==> config.mk <==
export PLATFORM = sky130hd
export DESIGN_NAME = mole_game_ctrl
export DESIGN_NICKNAME = d
export VERILOG_FILES = /design/src/rtl/mole_pkg.sv /design/src/rtl/mole_lfsr.sv /design/src/rtl/mole_game_ctrl.sv
export SDC_FILE = /design/constraint.sdc
export NUM_CORES = 1
export LEC_CHECK = 0
export BUFFER_PORTS_ARGS = -buffer_cell sky130_fd_sc_hd__buf_2
export CAP_MARGIN = 30
export CORE_MARGIN = 2
export CORE_UTILIZATION = 44
export CTS_CLUSTER_DIAMETER = 50
export DETAILED_ROUTE_END_ITERATION = 12
export SYNTH_ARGS = -nofsm -noshare
export SYNTH_HDL_FRONTEND = slang
export SYNTH_SLANG_ARGS = --single-unit
==> constraint.sdc <==
create_clock -name clk -period 3.21 [get_ports clk]
set_clock_uncertainty 0.1 [all_clocks]
set_input_delay 0.1605 -clock clk [delete_from_list [all_inputs] [get_ports clk]]
set_output_delay 0.1605 -clock clk [all_outputs]
set_load 0.02 [all_outputs]
==> src/rtl/mole_pkg.sv <==
// Shared types and constants for the whack-a-mole game controller.
package mole_pkg;

  typedef enum logic [1:0] {
    StIdle,
    StGap,
    StShow,
    StDone
  } state_e;

  localparam logic [15:0] LfsrSeed = 16'hACE1;
  // Taps 16/14/13/11 as a mask over bits [15:0]
  localparam logic [15:0] LfsrTaps = 16'hB400;

  // Wide enough for round counts well beyond one byte
  localparam int unsigned RoundW = 16;

  function automatic logic [7:0] sat_add8(input logic [7:0] a, input logic [1:0] inc);
    logic [8:0] sum;
    sum = {1'b0, a} + {7'd0, inc};
    return sum[8] ? 8'hff : sum[7:0];
  endfunction

endpackage

==> src/rtl/mole_lfsr.sv <==
// 16-bit Fibonacci LFSR, advancing every cycle; supplies mole positions.
module mole_lfsr
  import mole_pkg::*;
(
  input  logic        clk,
  input  logic        rst,
  output logic [15:0] lfsr
);

  logic [15:0] lfsr_q, lfsr_d;

  always_comb begin
    lfsr_d = {lfsr_q[14:0], ^(lfsr_q & LfsrTaps)};
  end

  always_ff @(posedge clk) begin
    if (rst) begin
      lfsr_q <= LfsrSeed;
    end else begin
      lfsr_q <= lfsr_d;
    end
  end

  assign lfsr = lfsr_q;

endmodule

==> src/rtl/mole_game_ctrl.sv <==
// Whack-a-mole controller: key conditioning, tick timing, round FSM and scoring.
// All visible outputs are registered so display sampling sees stable values.
module mole_game_ctrl
  import mole_pkg::*;
#(
  parameter int unsigned TICK_DIV   = 50000,
  parameter int unsigned SHOW_TICKS = 800,
  parameter int unsigned GAP_TICKS  = 300,
  parameter int unsigned ROUNDS     = 30
) (
  input  logic       clk,
  input  logic       rst,
  input  logic       start,
  input  logic [7:0] key,
  output logic [7:0] led,
  output logic [7:0] score,
  output logic [7:0] miss,
  output logic       hit,
  output logic       game_over
);

  localparam int unsigned PrescW   = (TICK_DIV > 1) ? $clog2(TICK_DIV) : 1;
  localparam int unsigned MaxTicks = (SHOW_TICKS > GAP_TICKS) ? SHOW_TICKS : GAP_TICKS;
  localparam int unsigned TickW    = $clog2(MaxTicks + 1);

  state_e              state_q, state_d;
  logic [7:0]          sync1_q, sync2_q, sync3_q, rise_q;
  logic [PrescW-1:0]   presc_q;
  logic [TickW-1:0]    tick_cnt_q;
  logic [RoundW-1:0]   round_q, round_d;
  logic [2:0]          pos_q, pos_d, new_pos;
  logic [7:0]          led_q, led_d, score_q, score_d, miss_q, miss_d;
  logic                hit_q, hit_d;
  logic [15:0]         lfsr;
  logic                unused_lfsr;

  logic       tick, gap_done, show_done, key_hit, wrong_key, last_round;
  logic       enter, clear, load_pos, do_hit, exit_show;
  logic [1:0] miss_inc;

  mole_lfsr u_lfsr (
    .clk  (clk),
    .rst  (rst),
    .lfsr (lfsr)
  );

  assign unused_lfsr = ^lfsr[15:3];

  // Two-flop synchronizer followed by a registered rising-edge detector
  always_ff @(posedge clk) begin
    if (rst) begin
      sync1_q <= '0;
      sync2_q <= '0;
      sync3_q <= '0;
      rise_q  <= '0;
    end else begin
      sync1_q <= key;
      sync2_q <= sync1_q;
      sync3_q <= sync2_q;
      rise_q  <= sync2_q & ~sync3_q;
    end
  end

  assign tick = (presc_q == PrescW'(TICK_DIV - 1));

  always_ff @(posedge clk) begin
    if (rst || enter) begin
      presc_q    <= '0;
      tick_cnt_q <= '0;
    end else begin
      presc_q <= tick ? '0 : presc_q + 1'b1;
      if (tick) begin
        tick_cnt_q <= tick_cnt_q + 1'b1;
      end
    end
  end

  assign gap_done   = tick && (tick_cnt_q == TickW'(GAP_TICKS - 1));
  assign show_done  = tick && (tick_cnt_q == TickW'(SHOW_TICKS - 1));
  assign key_hit    = rise_q[pos_q];
  assign wrong_key  = |(rise_q & ~(8'd1 << pos_q));
  assign last_round = (round_q == RoundW'(ROUNDS));
  // Never show the same hole twice in a row
  assign new_pos    = (lfsr[2:0] == pos_q) ? lfsr[2:0] + 3'd1 : lfsr[2:0];

  always_ff @(posedge clk) begin
    if (rst) begin
      state_q <= StIdle;
      led_q   <= '0;
      score_q <= '0;
      miss_q  <= '0;
      hit_q   <= 1'b0;
      round_q <= '0;
      pos_q   <= '0;
    end else begin
      state_q <= state_d;
      led_q   <= led_d;
      score_q <= score_d;
      miss_q  <= miss_d;
      hit_q   <= hit_d;
      round_q <= round_d;
      pos_q   <= pos_d;
    end
  end

  // Start from any state restarts the game and outranks a same-cycle hit
  always_comb begin
    state_d   = state_q;
    enter     = 1'b0;
    clear     = 1'b0;
    load_pos  = 1'b0;
    do_hit    = 1'b0;
    exit_show = 1'b0;
    miss_inc  = 2'd0;
    if (start) begin
      state_d = StGap;
      enter   = 1'b1;
      clear   = 1'b1;
    end else begin
      case (state_q)
        StGap: begin
          if (gap_done) begin
            state_d  = StShow;
            enter    = 1'b1;
            load_pos = 1'b1;
          end
        end
        StShow: begin
          if (key_hit) begin
            do_hit    = 1'b1;
            exit_show = 1'b1;
          end else begin
            miss_inc  = {1'b0, wrong_key} + {1'b0, show_done};
            exit_show = show_done;
          end
          if (exit_show) begin
            state_d = last_round ? StDone : StGap;
            enter   = 1'b1;
          end
        end
        default: state_d = state_q;
      endcase
    end
  end

  always_comb begin
    led_d     = led_q;
    score_d   = score_q;
    miss_d    = sat_add8(miss_q, miss_inc);
    hit_d     = do_hit;
    round_d   = round_q;
    pos_d     = pos_q;
    game_over = (state_q == StDone);
    if (enter) begin
      led_d = (state_d == StShow) ? (8'd1 << new_pos) : 8'd0;
    end
    if (load_pos) begin
      pos_d   = new_pos;
      round_d = round_q + 1'b1;
    end
    if (do_hit) begin
      score_d = sat_add8(score_q, 2'd1);
    end
    if (clear) begin
      score_d = '0;
      miss_d  = '0;
      round_d = '0;
    end
  end

  assign led   = led_q;
  assign score = score_q;
  assign miss  = miss_q;
  assign hit   = hit_q;

endmodule

Yosys cells after proc, flatten, opt, wreduce, memory -nomap -nowiden. Cells that the tools add are included. Widths: inputs -> output; s select.

Bits of input ports: 11. Logic and storage cells: 71. Output and inout port bits: 26. Flip-flop bits (word level): 120.

Reductions and logical operators: 7. Equality and inequality tests: 9. Mux-type cells: 27. Bitwise gates (word level): 4. Add/subtract/negate cells: 7. Shift operators: 2. $lt $le $gt $ge: 1.

Operators by type and width (count): $add 16x1->16 const B (2); $mux 8 (3); $and 8x8->8 (2); $eq 16x16->1 const B (1); $eq 16x5->1 const B (1); $not 8->8 (2); $reduce_xor 16->1 (1); $shl 1x3->8 const A (2); $mux 2 (7); $mux 1 (13); $add 10x1->10 const B (1); $eq 10x10->1 const B (1); $eq 10x9->1 const B (1); $add 8x1->9 const B (1); $add 8x2->9 (1); $reduce_or 8->1 (1); $eq 2x2->1 const B (3); $lt 3x4->1 const B (1); $pmux 2 s2 (1); $reduce_or 2->1 (2); $add 3x1->3 const B (1); $bmux 1 s3 (1); $eq 3x3->1 (1); $mux 3 (1); 5 further kinds (6).

Logic depth before layout (Yosys ltp).
Depth in word-level cells: 10. Depth in mapped cells: 16. Mapped depth without buffers: 14.

Modules after synthesis. From an unflattened synthesis, not the netlist that was laid out.

Cell total of the unflattened synthesis: 547. Area, all modules: 5113.7 sq um.

By module, submodules not included: mole_game_ctrl (cells each 496, instances 1, area an instance 4546.9 sq um); mole_lfsr (cells each 51, instances 1, area an instance 566.8 sq um).

Least setup slack after synthesis. OpenSTA, ideal clock, no wires.

Path kind: register -> register. From: reg pos_q[0]. To: reg miss_q[6], in the netlist miss[6]. Buffers on the path: 1. Setup slack: 0.221 ns. Setup time: 0.091 ns. Arrival: 2.798 ns. Cell stages (with the launch flop): 13. Required time: 3.019 ns. Path through: dfxtp_1 buf_2 mux2_2 o32ai_1 o2111ai_1 ha_1 and2_1 ha_1 inv_1 fa_1 nor2b_1 a41oi_1 a311oi_1.

Cells in the longest elaborated chain, start to end: 10. Elaborated cells between the ends (all ways): 12. Those cells by class: 2 x add/sub; 1 x shift; 6 x mux; 2 x bitwise; 1 x reduce/logical.

RTL lines: start, declared (line mole_game_ctrl.sv:31) `logic [2:0] pos_q, pos_d, new_pos;`; start signal, assigned (line mole_game_ctrl.sv:102) `pos_q <= pos_d;`; $shl 1x3->8 (line mole_game_ctrl.sv:81) `assign wrong_key = |(rise_q & ~(8'd1 << pos_q));`; $not 8->8 (line mole_game_ctrl.sv:81); $and 8x8->8 (line mole_game_ctrl.sv:81); $reduce_or 8->1 (line mole_game_ctrl.sv:81); $add 1x1->2 (line mole_game_ctrl.sv:133) `miss_inc = {1'b0, wrong_key} + {1'b0, show_done};`; $mux 2 * (line mole_game_ctrl.sv:129) `if (key_hit) begin`; $mux 2 * (line mole_game_ctrl.sv:120) `case (state_q)`; $mux 2 * (line mole_game_ctrl.sv:115) `if (start) begin`; $add 8x2->9 * (line mole_pkg.sv:20) `sum = {1'b0, a} + {7'd0, inc};`; $mux 8 * (line mole_pkg.sv:21) `return sum[8] ? 8'hff : sum[7:0];`; end signal, assigned (line mole_game_ctrl.sv:99) `miss_q <= miss_d;`; end, declared (line mole_game_ctrl.sv:32) `logic [7:0] led_q, led_d, score_q, score_d, miss_q, miss_d;`.

Mark *: on every way between the ends. The rest lies on a longest branch, timed or not. The select of a mux whose other input is x is not followed. A chain may end at the register's enable or synchronous reset.

Worst setup path in the final report.
From: reg presc_q[12]. To: reg miss_q[6], in the netlist miss[6].

Cells in the longest elaborated chain, start to end: 8.

RTL lines: start, declared (line mole_game_ctrl.sv:28) `logic [PrescW-1:0] presc_q;`; start signal, assigned (line mole_game_ctrl.sv:71) `presc_q <= tick ? '0 : presc_q + 1'b1;`; $eq 16x16->1 (line mole_game_ctrl.sv:64) `assign tick = (presc_q == PrescW'(TICK_DIV - 1));`; $logic_and 1x1->1 (line mole_game_ctrl.sv:79) `assign show_done = tick && (tick_cnt_q == TickW'(SHOW_TICKS - 1));`; $add 1x1->2 (line mole_game_ctrl.sv:133); $mux 2 (line mole_game_ctrl.sv:129); $mux 2 (line mole_game_ctrl.sv:120); $mux 2 (line mole_game_ctrl.sv:115); $add 8x2->9 (line mole_pkg.sv:20); $mux 8 (line mole_pkg.sv:21).

No other way between the ends.

==> out/results.ini <==
[timing]
tns_ns=0
period_share_pct=93.9
setup_viol=0
period_needed_ns=3.01
worstMarginPinSlew_ns=0.789
finalHoldViolations=0
layout_setup_ws_ns=0.197
max_freq_ghz=0.332
slew_viol_final=0
grt_setup_unrepaired=false
max_slew_margin_pct=47.0

[clocking]
cts_root_buf=clkbuf_16
htreeDepth=4
postCtsSetupBuffers=0
clkSinkCount=120
cts_buffer_depth=2
cts_buffers=17
tritoncts=done
clk_pin_slew_worst_paths_ns=0.06
clk_latency_ns=0.42

[yosys]
synthCells=557
synth.avg_cell_area_um2=9.41
synth_top_area_share_pct=45.8
netlist_area_um2=5240
ys_ff_latch=120
synthSimpleGateAreaFrac_pct=27.3
synthTopCellsByCount=120 x dfxtp_1, 63 x nor2_1, 42 x nor2b_1
synthArstFlopShare_pct=0
synth_nets=581
yosysMostFrequentCell=dfxtp_1
synth-xor-area-share_pct=6.69
synthAdderAreaFrac_pct=3.25
synth_edf_count=0
synth_top_family_by_area=simple AND/OR/NAND/NOR gates
synth.area.top_cells=dfxtp_1 46%, nor2b_1 5.0%, nor2_1 4.5%, xor2_1 4.3%, ha_1 2.9%
synth_cell_types=60
yosysTopAreaCell=dfxtp_1
synth_warnings=0
synth_compound_area_share_pct=9.19
ys_seq_area_share_pct=45.8
synth_flop_cell=dfxtp_1
synthMuxAreaShare_pct=4.42

[detailed_routing]
viasPerCell=5.22
dr.pass1.iters=8
drt-total-wl_um=10400
route.vias.total=3999
drcViolationCount=4
drt_iter0_markers=192
ant_nets=0
wl_per_cell_um=13.6

[flow_run]
max-cap-violations=0

[critical_path]
arrival_ns=3.24
r2r_start=presc_q[12]$_SDFF_PP0_
start_kind=flop
reg2reg_depth=11
crit_chain=or4_4 -> nor3_2 -> and3_1 -> ha_1 -> and2_1 -> ha_1 -> inv_1 -> fa_1 -> nor2b_2 -> a41oi_1 -> a311oi_1
worstPathRequired_ns=3.44
crit_top_cell=ha_1
slowest_delay_ns=0.57
r2r-end=miss[6]$_SDFF_PP0_
end_kind=flop
path_max_fanout=4
critPathKind=reg -> reg
crit_slowest_cell=or4_4
rrSetupSlack_ns=0.20

[die]
start_util_pct=45.5
row_count=39
coreArea_um2=11500
dieArea_um2=12800
die_h_um=113
io_pins=37
die_w_um=113

[worst_hold_path]
min_path_cells=3
hp-class=in -> reg
holdPathEnd=round_q[6]$_SDFFE_PP0P_
hold_start=start

[cells_and_area]
fill_cells=1046
fin_cells=766
antenna_cells=0
syn2layout_area_growth_pct=19.8
drive_above_1_share_pct=17.0
nets=634

[power_and_ir_drop]
power_mw=3.58
irDropWorstVdd_mv=0.553
p_seq_share_pct=42.9
pwr-share-comb_pct=3.8
p_int_mw=2.77
power_frac_clock_pct=53.2
p_per_area_nw_per_um2=571
leakagePower_nw=2.46
switching_share_pct=22.8
p_switching_mw=0.817

[grt]
grt_pass1_vias=3819
grt_antenna_before_repair=0
grt_overflow=0
grt_max_degree=47
grt_pass1_wl_um=17900
grt_use_total_pct=17.5

[placement]
place_worst_setup_slack_ns=0.124
io_buffer_count=36
gp_congestion=0.801
place_hpwl_um=7140
dp.cells=725

[outcome]
violations=DRC
status=finished with violations

[how the worst max path moves through the flow]
| stage | slack, ns | startpoint | depth (start not counted) | to |
|---|---|---|---|---|
| floorplan | 0.22 | pos_q[0]$_SDFFE_PP0P_ | 12 | miss[6]$_SDFF_PP0_ |
| global placement | 0.18 | presc_q[12]$_SDFF_PP0_ | 11 | miss[6]$_SDFF_PP0_ |
| detailed placement | 0.12 | presc_q[12]$_SDFF_PP0_ | 11 | miss[6]$_SDFF_PP0_ |
| CTS | 0.11 | presc_q[11]$_SDFF_PP0_ | 11 | miss[6]$_SDFF_PP0_ |
| global route | 0.03 | presc_q[11]$_SDFF_PP0_ | 12 | miss[4]$_SDFF_PP0_ |
| finish | 0.20 | presc_q[12]$_SDFF_PP0_ | 11 | miss[6]$_SDFF_PP0_ |
[metal layers]
layer	global-route usage, %	wire, µm	part of all wire, %	vias to the layer above
li1	-	-	-	2071
met3	6.27	436	4.2	19
met1	21.9	5060	49	1845
met2	27.7	4720	45	64
met5	0	0	0	-
met4	6.75	169	1.6	0
[power by group through the flow]
stage          Combinational [mW]  Clock [mW]  Sequential [mW]
3_3_place_gp                0.125           0             1.57
4_1_cts                     0.138        1.95             1.54
2_1_floorplan              0.0985           0             1.57
5_1_grt                     0.156        2.03             1.54
3_5_place_dp                0.128           0             1.57
6_report                    0.138        1.91             1.54
[placed cells by master (no fill, tap or decap), types with 9 or more instances in the layout]
| master | n |
|---|---|
| mux2i_1 | 13 |
| ha_1 | 12 |
| o31ai_1 | 9 |
| a21oi_1 | 12 |
| nand2_1 | 29 |
| nor2b_1 | 41 |
| clkbuf_16 | 17 |
| xnor2_1 | 14 |
| o21ai_0 | 11 |
| nor2_1 | 63 |
| nand4_1 | 16 |
| dlygate4sd3_1 | 9 |
| and3_1 | 11 |
| dfxtp_1 | 119 |
| buf_2 | 36 |
| xor2_1 | 26 |
| inv_1 | 21 |
| nand3_1 | 26 |
| buf_4 | 10 |
| nor3_1 | 13 |
[state kept, by name, summed over array words and instances (netlist names), 10 cells and up]
name / flops
round_q: 16
presc_q: 16
tick_cnt_q: 10
u_lfsr.lfsr: 16
[final cells by class]
cell class                 count  area (µm²)  area share (%)
timing repair buffer          55         345            5.50
tap                          143         179            2.85
clock inverter                14         164            2.61
inverter                      21        78.8            1.26
clock buffer                  18         439            7.00
multi-input combinational    395        2670            42.5
sequential                   120        2400            38.3
[kinds of logic (layout without fill, tap and decap cells)]
group,count (synthesis),count (layout)
XOR/XNOR,40,40
flip-flops,120,120
AND/OR/NAND/NOR,256,256
adder cells (fa/ha/maj),13,13
AO/OA/AOI/OAI,66,66
buffers and inverters,42,108
multiplexers,20,20
[through the flow]
step / util, % / cell area, µm² / hold WS (ns)
5_1_grt: 54.5 / 6280 / 0.135
4_1_cts: 54.5 / 6270 / 0.103
6_report: 54.5 / 6280 / 0.107
3_3_place_gp: 48.5 / 5580 / 0.269
2_1_floorplan: - / 5240 / 0.189
3_5_place_dp: 48.5 / 5580 / 0.272
[timing repair]
action / in CTS / in global routing
hold endpoints to repair: 9 / 0
gates resized for setup: 0 / 2
setup endpoints to repair: 0 / 4
hold buffers: 9 / 0
[worst max-delay path: cells and delay by family (launching register included)]
family | cells | cell delay (ns)
AND/OR/NAND/NOR | 5 | 1.35
flip-flops | 1 | 0.34
buffers and inverters | 1 | 0.06
AO/OA/AOI/OAI | 2 | 0.38
adder cells (fa/ha/maj) | 3 | 0.70
Power figures use the tool's default switching activity.
